===== src/rtl/iram_access_ctrl_pkg.sv =====
// -----------------------------------------------------------------------------
// iram_access_ctrl_pkg
//   Shared constants and types for the instruction-RAM access controller.
//   ADDR_W   : word address width of the instruction RAM
//   INSTR_W  : instruction word width
//   RESET_PC : first instruction address fetched after reset
//   mode_e   : controller operating modes (RUN / DRAIN / LOAD / EXIT)
//   rr_ptr_e : round-robin priority pointer (which requester wins a tie)
// -----------------------------------------------------------------------------
package iram_access_ctrl_pkg;

  localparam int ADDR_W  = 11;
  localparam int INSTR_W = 33;

  localparam logic [ADDR_W-1:0] RESET_PC = 11'd1024;

  typedef enum logic [1:0] {
    MODE_RUN   = 2'd0,
    MODE_DRAIN = 2'd1,
    MODE_LOAD  = 2'd2,
    MODE_EXIT  = 2'd3
  } mode_e;

  typedef enum logic {
    RR_FETCH  = 1'b0,
    RR_LOADER = 1'b1
  } rr_ptr_e;

endpackage


===== src/rtl/iram_access_ctrl_rr_arb.sv =====
// -----------------------------------------------------------------------------
// iram_rr_arb
//   Two-requester round-robin arbiter (fetch vs loader) for the instruction RAM.
//   A requester is offered ready whenever it is allowed and either the other
//   side is not competing or the pointer gives it priority. The pointer moves
//   to the other requester after every grant.
//   Ports:
//     clk, rst_n      : clock, asynchronous active-low reset
//     allow_f/allow_l : requester may be served in the current mode
//     req_f/req_l     : request valids
//     rdy_f/rdy_l     : ready offered to each requester (combinational)
//     gnt_f/gnt_l     : request accepted this cycle (valid & ready)
// -----------------------------------------------------------------------------
module iram_rr_arb
  import iram_access_ctrl_pkg::*;
(
  input  logic clk,
  input  logic rst_n,
  input  logic allow_f,
  input  logic allow_l,
  input  logic req_f,
  input  logic req_l,
  output logic rdy_f,
  output logic rdy_l,
  output logic gnt_f,
  output logic gnt_l
);

  rr_ptr_e ptr;
  logic    cand_f;
  logic    cand_l;

  assign cand_f = allow_f & req_f;
  assign cand_l = allow_l & req_l;

  // Both readies may be high when there is no contention; when both compete
  // exactly one ready is raised, so at most one grant happens per cycle.
  always_comb begin
    rdy_f = allow_f & (~cand_l | (ptr == RR_FETCH));
    rdy_l = allow_l & (~cand_f | (ptr == RR_LOADER));
  end

  assign gnt_f = rdy_f & req_f;
  assign gnt_l = rdy_l & req_l;

  always_ff @(posedge clk or negedge rst_n) begin
    if (!rst_n) begin
      ptr <= RR_FETCH;
    end else if (gnt_f) begin
      ptr <= RR_LOADER;
    end else if (gnt_l) begin
      ptr <= RR_FETCH;
    end
  end

endmodule


===== src/rtl/iram_access_ctrl.sv =====
// -----------------------------------------------------------------------------
// iram_access_ctrl
//   Sequences all accesses to the single-port, synchronous-read instruction
//   RAM. Fetch reads and loader writes share the port through a round-robin
//   arbiter; a program mode drains in-flight reads and gives the loader
//   exclusive access.
//   Ports:
//     clk, rst_n                         : clock, asynchronous active-low reset
//     fetch_req_valid/ready, fetch_addr  : fetch read request handshake
//     fetch_flush                        : drop every in-flight read response
//     fetch_rvalid, fetch_rdata          : read response (no backpressure)
//     ld_req_valid/ready, ld_addr/wdata  : loader write request handshake
//     ld_wack                            : pulse when a write reached the RAM
//     prog_mode_req / prog_mode_ack      : exclusive loader mode request/status
//     iram_addr/rnw/wdata/drive_en       : registered RAM-side controls
//     iram_rdata                         : RAM read data
// -----------------------------------------------------------------------------
module iram_access_ctrl
  import iram_access_ctrl_pkg::*;
(
  input  logic               clk,
  input  logic               rst_n,
  input  logic               fetch_req_valid,
  output logic               fetch_req_ready,
  input  logic [ADDR_W-1:0]  fetch_addr,
  input  logic               fetch_flush,
  output logic               fetch_rvalid,
  output logic [INSTR_W-1:0] fetch_rdata,
  input  logic               ld_req_valid,
  output logic               ld_req_ready,
  input  logic [ADDR_W-1:0]  ld_addr,
  input  logic [INSTR_W-1:0] ld_wdata,
  output logic               ld_wack,
  input  logic               prog_mode_req,
  output logic               prog_mode_ack,
  output logic [ADDR_W-1:0]  iram_addr,
  output logic               iram_rnw,
  output logic [INSTR_W-1:0] iram_wdata,
  output logic               iram_drive_en,
  input  logic [INSTR_W-1:0] iram_rdata
);

  mode_e mode;
  mode_e mode_nxt;

  logic allow_f;
  logic allow_l;
  logic gnt_f;
  logic gnt_l;

  logic rd_tag_p0;
  logic rd_tag_p1;
  logic wr_pend_p0;
  logic wack_p1;
  logic rd_inflight;
  logic wr_pending;

  // Readies are forced low while reset is asserted so nothing is accepted
  // before the controller state is valid.
  assign allow_f = rst_n & (mode == MODE_RUN);
  assign allow_l = rst_n & ((mode == MODE_RUN) | (mode == MODE_LOAD));

  iram_rr_arb u_arb (
    .clk     (clk),
    .rst_n   (rst_n),
    .allow_f (allow_f),
    .allow_l (allow_l),
    .req_f   (fetch_req_valid),
    .req_l   (ld_req_valid),
    .rdy_f   (fetch_req_ready),
    .rdy_l   (ld_req_ready),
    .gnt_f   (gnt_f),
    .gnt_l   (gnt_l)
  );

  assign rd_inflight = rd_tag_p0 | rd_tag_p1;
  // A write counts as pending until its acknowledge has been presented.
  assign wr_pending  = wr_pend_p0 | wack_p1;

  // Mode FSM
  always_ff @(posedge clk or negedge rst_n) begin
    if (!rst_n) begin
      mode <= MODE_RUN;
    end else begin
      mode <= mode_nxt;
    end
  end

  always_comb begin
    mode_nxt = mode;
    case (mode)
      MODE_RUN: begin
        if (prog_mode_req) mode_nxt = MODE_DRAIN;
      end
      MODE_DRAIN: begin
        if (!prog_mode_req) begin
          mode_nxt = MODE_RUN;
        end else if (!rd_inflight && !wr_pending) begin
          mode_nxt = MODE_LOAD;
        end
      end
      MODE_LOAD: begin
        if (!prog_mode_req) mode_nxt = MODE_EXIT;
      end
      MODE_EXIT: begin
        if (!wr_pending) mode_nxt = MODE_RUN;
      end
      default: mode_nxt = MODE_RUN;
    endcase
  end

  assign prog_mode_ack = (mode == MODE_LOAD);

  // Stage p0: request accepted, RAM command registered.
  // Stage p1: RAM has sampled the command; read data / write ack presented.
  // A flush kills the accepting read and both tag stages in the same cycle.
  always_ff @(posedge clk or negedge rst_n) begin
    if (!rst_n) begin
      rd_tag_p0  <= 1'b0;
      rd_tag_p1  <= 1'b0;
      wr_pend_p0 <= 1'b0;
      wack_p1    <= 1'b0;
    end else begin
      rd_tag_p0  <= gnt_f & ~fetch_flush;
      rd_tag_p1  <= rd_tag_p0 & ~fetch_flush;
      wr_pend_p0 <= gnt_l;
      wack_p1    <= wr_pend_p0;
    end
  end

  // The response due in the flush cycle itself is suppressed as well.
  assign fetch_rvalid = rd_tag_p1 & ~fetch_flush;
  assign fetch_rdata  = iram_rdata;
  assign ld_wack      = wack_p1;

  // Stage p0: RAM-side command register. Address holds when idle.
  always_ff @(posedge clk or negedge rst_n) begin
    if (!rst_n) begin
      iram_addr     <= '0;
      iram_wdata    <= '0;
      iram_rnw      <= 1'b1;
      iram_drive_en <= 1'b0;
    end else if (gnt_l) begin
      iram_addr     <= ld_addr;
      iram_wdata    <= ld_wdata;
      iram_rnw      <= 1'b0;
      iram_drive_en <= 1'b1;
    end else begin
      iram_rnw      <= 1'b1;
      iram_drive_en <= 1'b0;
      if (gnt_f) iram_addr <= fetch_addr;
    end
  end

endmodule

===== config.mk =====
export PLATFORM = sky130hd
export DESIGN_NAME = iram_access_ctrl
export DESIGN_NICKNAME = d
export VERILOG_FILES = /design/src/rtl/iram_access_ctrl_pkg.sv /design/src/rtl/iram_access_ctrl_rr_arb.sv /design/src/rtl/iram_access_ctrl.sv
export SDC_FILE = /design/constraint.sdc
export NUM_CORES = 1
export LEC_CHECK = 0
export CAP_MARGIN = 20
export CORE_ASPECT_RATIO = 0.8
export CORE_MARGIN = 2
export CORE_UTILIZATION = 30
export CTS_BUF_LIST = sky130_fd_sc_hd__clkbuf_8 sky130_fd_sc_hd__clkbuf_16
export CTS_CLUSTER_SIZE = 28
export DETAILED_ROUTE_END_ITERATION = 10
export GPL_TIMING_DRIVEN = 0
export PLACE_DENSITY = 0.76
export SYNTH_ARGS = -nofsm -noshare
export SYNTH_HDL_FRONTEND = slang
export SYNTH_HIERARCHICAL = 1
export SYNTH_SLANG_ARGS = --single-unit

===== constraint.sdc =====
create_clock -name clk -period 2.1 [get_ports clk]
set_clock_uncertainty 0.2 [all_clocks]
set_input_delay 0.42 -clock clk [delete_from_list [all_inputs] [get_ports clk]]
set_output_delay 0.42 -clock clk [all_outputs]
set_load 0.05 [all_outputs]

==> impl_metrics.sql <==
INSERT INTO impl_metrics (metric_group, metric, value, unit) VALUES
('run_status', 'outcome', 'finished with violations', ''),
('run_status', 'violated_checks', 'negative setup slack', ''),
('route', 'detail_route.first_pass.iterations', '2', ''),
('sta', 'slew_viol_final', '0', ''),
('synthesis', 'syn-mean-instance-area', '12.78', 'um^2'),
('layout', 'post_route_cells_drive_above_1_share', '31.61', '%'),
('sta', 'clock.fmax', '0.4695', 'GHz'),
('job', 'drv.max_cap_violation_count', '0', ''),
('power', 'switching_power', '2.946', 'mW'),
('route', 'drt_wl_total', '6496', 'um'),
('clock_tree', 'clock_sinks', '52', ''),
('floorplan', 'ios', '178', ''),
('sta', 'finalWorstSetupSlack', '-0.02971', 'ns'),
('setup_path', 'reg2reg_to', 'iram_addr[3]$_DFFE_PN0P_', ''),
('setup_path', 'setup.reg_to_reg.worst_slack', '0.05', 'ns'),
('route', 'drt.antenna.violating_nets', '0', ''),
('sta', 'hold_viol', '0', ''),
('layout', 'sequential_cell_area', '0.001303', 'mm^2'),
('setup_path', 'crit_arrival', '1.51', 'ns'),
('clock_tree', 'clk-insertion-delay-late', '0.29', 'ns'),
('sta', 'timing_worst_slew_pin_value', '0.5924', 'ns'),
('sta', 'final_min_period_over_clock_period', '101.4', '%'),
('route', 'detail_route.vias_per_cell', '4.311', ''),
('place', 'place.port_buffers', '144', ''),
('grt', 'gr-total-overflow', '0', ''),
('floorplan', 'initial_core_util', '31.15', '%'),
('worst_hold_path', 'path_type_of_the_worst_min_delay_path', 'reg2reg', ''),
('layout', 'area_growth_from_synthesis_to_layout', '83.78', '%'),
('setup_path', 'path_class', 'reg2out', ''),
('clock_tree', 'clk_path_buf_depth', '2', ''),
('route', 'detail_route.wl_per_cell', '14.34', 'um'),
('layout', 'layout.nets', '441', ''),
('synthesis', 'synth_fp_nets', '275', ''),
('power', 'powerDensity', '1391', 'mW/mm^2'),
('sta', 'fin_hold_ws', '0.2191', 'ns'),
('floorplan', 'placementRows', '28', ''),
('grt', 'track_usage', '15.11', '%'),
('setup_path', 'crit_path_start_kind', 'register', ''),
('synthesis', 'yosysWarnings', '6', ''),
('layout', 'n_antenna_cell', '0', ''),
('route', 'drt_first_iter_violations', '22', ''),
('route', 'drc', '0', ''),
('synthesis', 'postSynthCellCount', '181', ''),
('grt', 'initial_antenna_violation_count', '0', ''),
('clock_tree', 'cts_made_buffers', '5', ''),
('synthesis', 'post_synth_num_cell_types', '21', ''),
('power', 'power.static_leakage', '1.975', 'nW'),
('worst_hold_path', 'whs_path_depth', '0', ''),
('sta', 'setup_viol', '2', ''),
('power', 'power.share.switching', '49.82', '%'),
('clock_tree', 'cts_root_buffer', 'sky130_fd_sc_hd__clkbuf_8', ''),
('layout', 'design_area', '0.004252', 'mm^2'),
('floorplan', 'die_h', '82.55', 'um'),
('layout', 'multi_input_area', '762.0', 'um^2'),
('setup_path', 'critical_path.endpoint_type', 'output port', ''),
('layout', 'fin_util', '57.24', '%'),
('sta', 'timing.slew.headroom', '60.38', '%'),
('setup_path', 'path_max_fanout', '4', ''),
('sta', 'min_period', '2.130', 'ns'),
('floorplan', 'core_area', '0.007427', 'mm^2'),
('place', 'dp_hpwl', '4894', 'um'),
('power', 'power.total', '5.914', 'mW'),
('synthesis', 'ys_seq_area_share', '56.30', '%'),
('floorplan', 'dieArea', '0.008434', 'mm^2'),
('power', 'cellInternalPower', '2.968', 'mW'),
('grt', 'largest_net_degree_at_the_start_of_global_routing', '28', ''),
('worst_hold_path', 'worstHoldEndpoint', 'ld_wack$_DFF_PN0_', ''),
('place', 'gp_routability_congestion', '0.7121', ''),
('place', 'place.detailed.instances', '431', ''),
('clock_tree', 'tritoncts_clock_tree', 'built', ''),
('setup_path', 'crit-reg2reg-launch', 'mode[0]$_DFFE_PN0P_', '');
## cells in the mapped netlist
master,instances,area [um^2]
sky130_fd_sc_hd__o31ai_2,1,12.51
sky130_fd_sc_hd__nor2b_1,4,25.02
sky130_fd_sc_hd__or3b_4,1,11.26
sky130_fd_sc_hd__buf_2,4,20.02
sky130_fd_sc_hd__or3_1,1,6.260
sky130_fd_sc_hd__dfstp_2,1,26.28
sky130_fd_sc_hd__buf_4,33,247.7
sky130_fd_sc_hd__o32ai_1,1,8.760
sky130_fd_sc_hd__mux2i_1,11,110.1
sky130_fd_sc_hd__a21oi_1,2,10.01
sky130_fd_sc_hd__clkbuf_1,3,11.26
sky130_fd_sc_hd__mux2_2,33,371.6
sky130_fd_sc_hd__nand2_1,12,45.04
sky130_fd_sc_hd__o21a_1,1,7.510
sky130_fd_sc_hd__o21ai_0,12,60.06
sky130_fd_sc_hd__inv_1,3,11.26
sky130_fd_sc_hd__o211a_1,1,10.01
sky130_fd_sc_hd__and2b_2,2,17.52
sky130_fd_sc_hd__a31oi_1,3,18.77
sky130_fd_sc_hd__dfrtp_1,51,1276
sky130_fd_sc_hd__nand2_2,1,6.260
## critical path: stages (launching register included)
cell	delay, ns
sky130_fd_sc_hd__dfrtp_1	0.41
sky130_fd_sc_hd__and2b_2	0.23
sky130_fd_sc_hd__nor2b_4	0.17
sky130_fd_sc_hd__nand2_2	0.08
sky130_fd_sc_hd__o21a_1	0.18
sky130_fd_sc_hd__buf_6	0.15
## sequential cells by signal, summed over array words and instances (netlist names), named ones only
| register | cells |
|---|---|
| iram_wdata | 33 |
| iram_addr | 11 |
| iram_drive_en | 1 |
| iram_rnw | 1 |
| ld_wack | 1 |
| mode | 1 |
| rd_tag_p0 | 1 |
| rd_tag_p1 | 1 |
| u_arb/ptr | 1 |
## timing repair
item	CTS	global route
gates cloned	1	1
setup endpoints to repair	86	42
endpoints found under the hold margin	39	0
pin swaps	1	1
resized for setup	75	30
buffers inserted	2	7
hold buffers	3	0
## metrics by stage
step           setup WS (ns)  setup TNS (ns)
2_1_floorplan       0.004181               0
3_3_place_gp          -2.934         -192.07
3_5_place_dp          -1.332          -48.99
4_1_cts             -0.03597        -0.06559
5_1_grt              -0.1049         -0.2493
6_report            -0.02971        -0.03439
## layout make-up
class / instances / area share, %
plain buffers: 40 / 7.387
clock buffers: 6 / 1.942
clock inverters: 2 / 0.3531
inverters: 3 / 0.2649
multi-input cells: 86 / 17.92
flip-flops and latches: 52 / 30.64
well taps: 105 / 3.090
repair buffers: 159 / 38.41
## metal layers
layer,part of all wire (%),global-route usage (%)
met1,39,17.81
met4,0.45,2.800
met3,10,5.724
met5,0,0
met2,51,26.71
## power by group through the flow
stage	logic (mW)	registers, mW	clock network, mW
2_1_floorplan	0.857	3.28	0
3_3_place_gp	3.66	1.72	0
3_5_place_dp	3.70	1.75	0
4_1_cts	3.54	1.73	0.634
5_1_grt	3.76	1.79	0.679
6_report	3.59	1.72	0.600
## logic make-up after synthesis
logic type / synth area share (%)
AND/OR/NAND/NOR: 4.814
buffers and inverters: 12.55
AO/OA/AOI/OAI: 5.517
multiplexers: 20.82
flip-flops: 56.30
## how the worst max path moves through the flow
stage                         from                          to  cells after the start
2_1_floorplan                rst_n  iram_wdata[12]$_DFFE_PN0P_                      7
5_1_grt        mode[0]$_DFFE_PN0P_                ld_req_ready                      5
3_3_place_gp                 rst_n             fetch_req_ready                      6
4_1_cts        mode[0]$_DFFE_PN0P_             fetch_req_ready                      5
6_report       mode[0]$_DFFE_PN0P_                ld_req_ready                      5
3_5_place_dp                 rst_n             fetch_req_ready                      7
## placed cells by master (no fill, tap or decap), drive strengths merged, types with 2 or more instances in the layout
cell,synthesis,routed
dlymetal6s2s,0,11
buf,37,53
nand2,13,13
clkbuf,3,9
a31oi,3,3
dfrtp,51,51
o21ai,12,12
mux2,33,33
inv,3,3
and2b,2,2
dlygate4sd2,0,36
nor2b,4,4
a21oi,2,2
dlygate4sd3,0,2
clkinvlp,0,2
mux2i,11,11
clkdlybuf4s50,0,92
No activity file was read; power rests on OpenSTA's default activity.
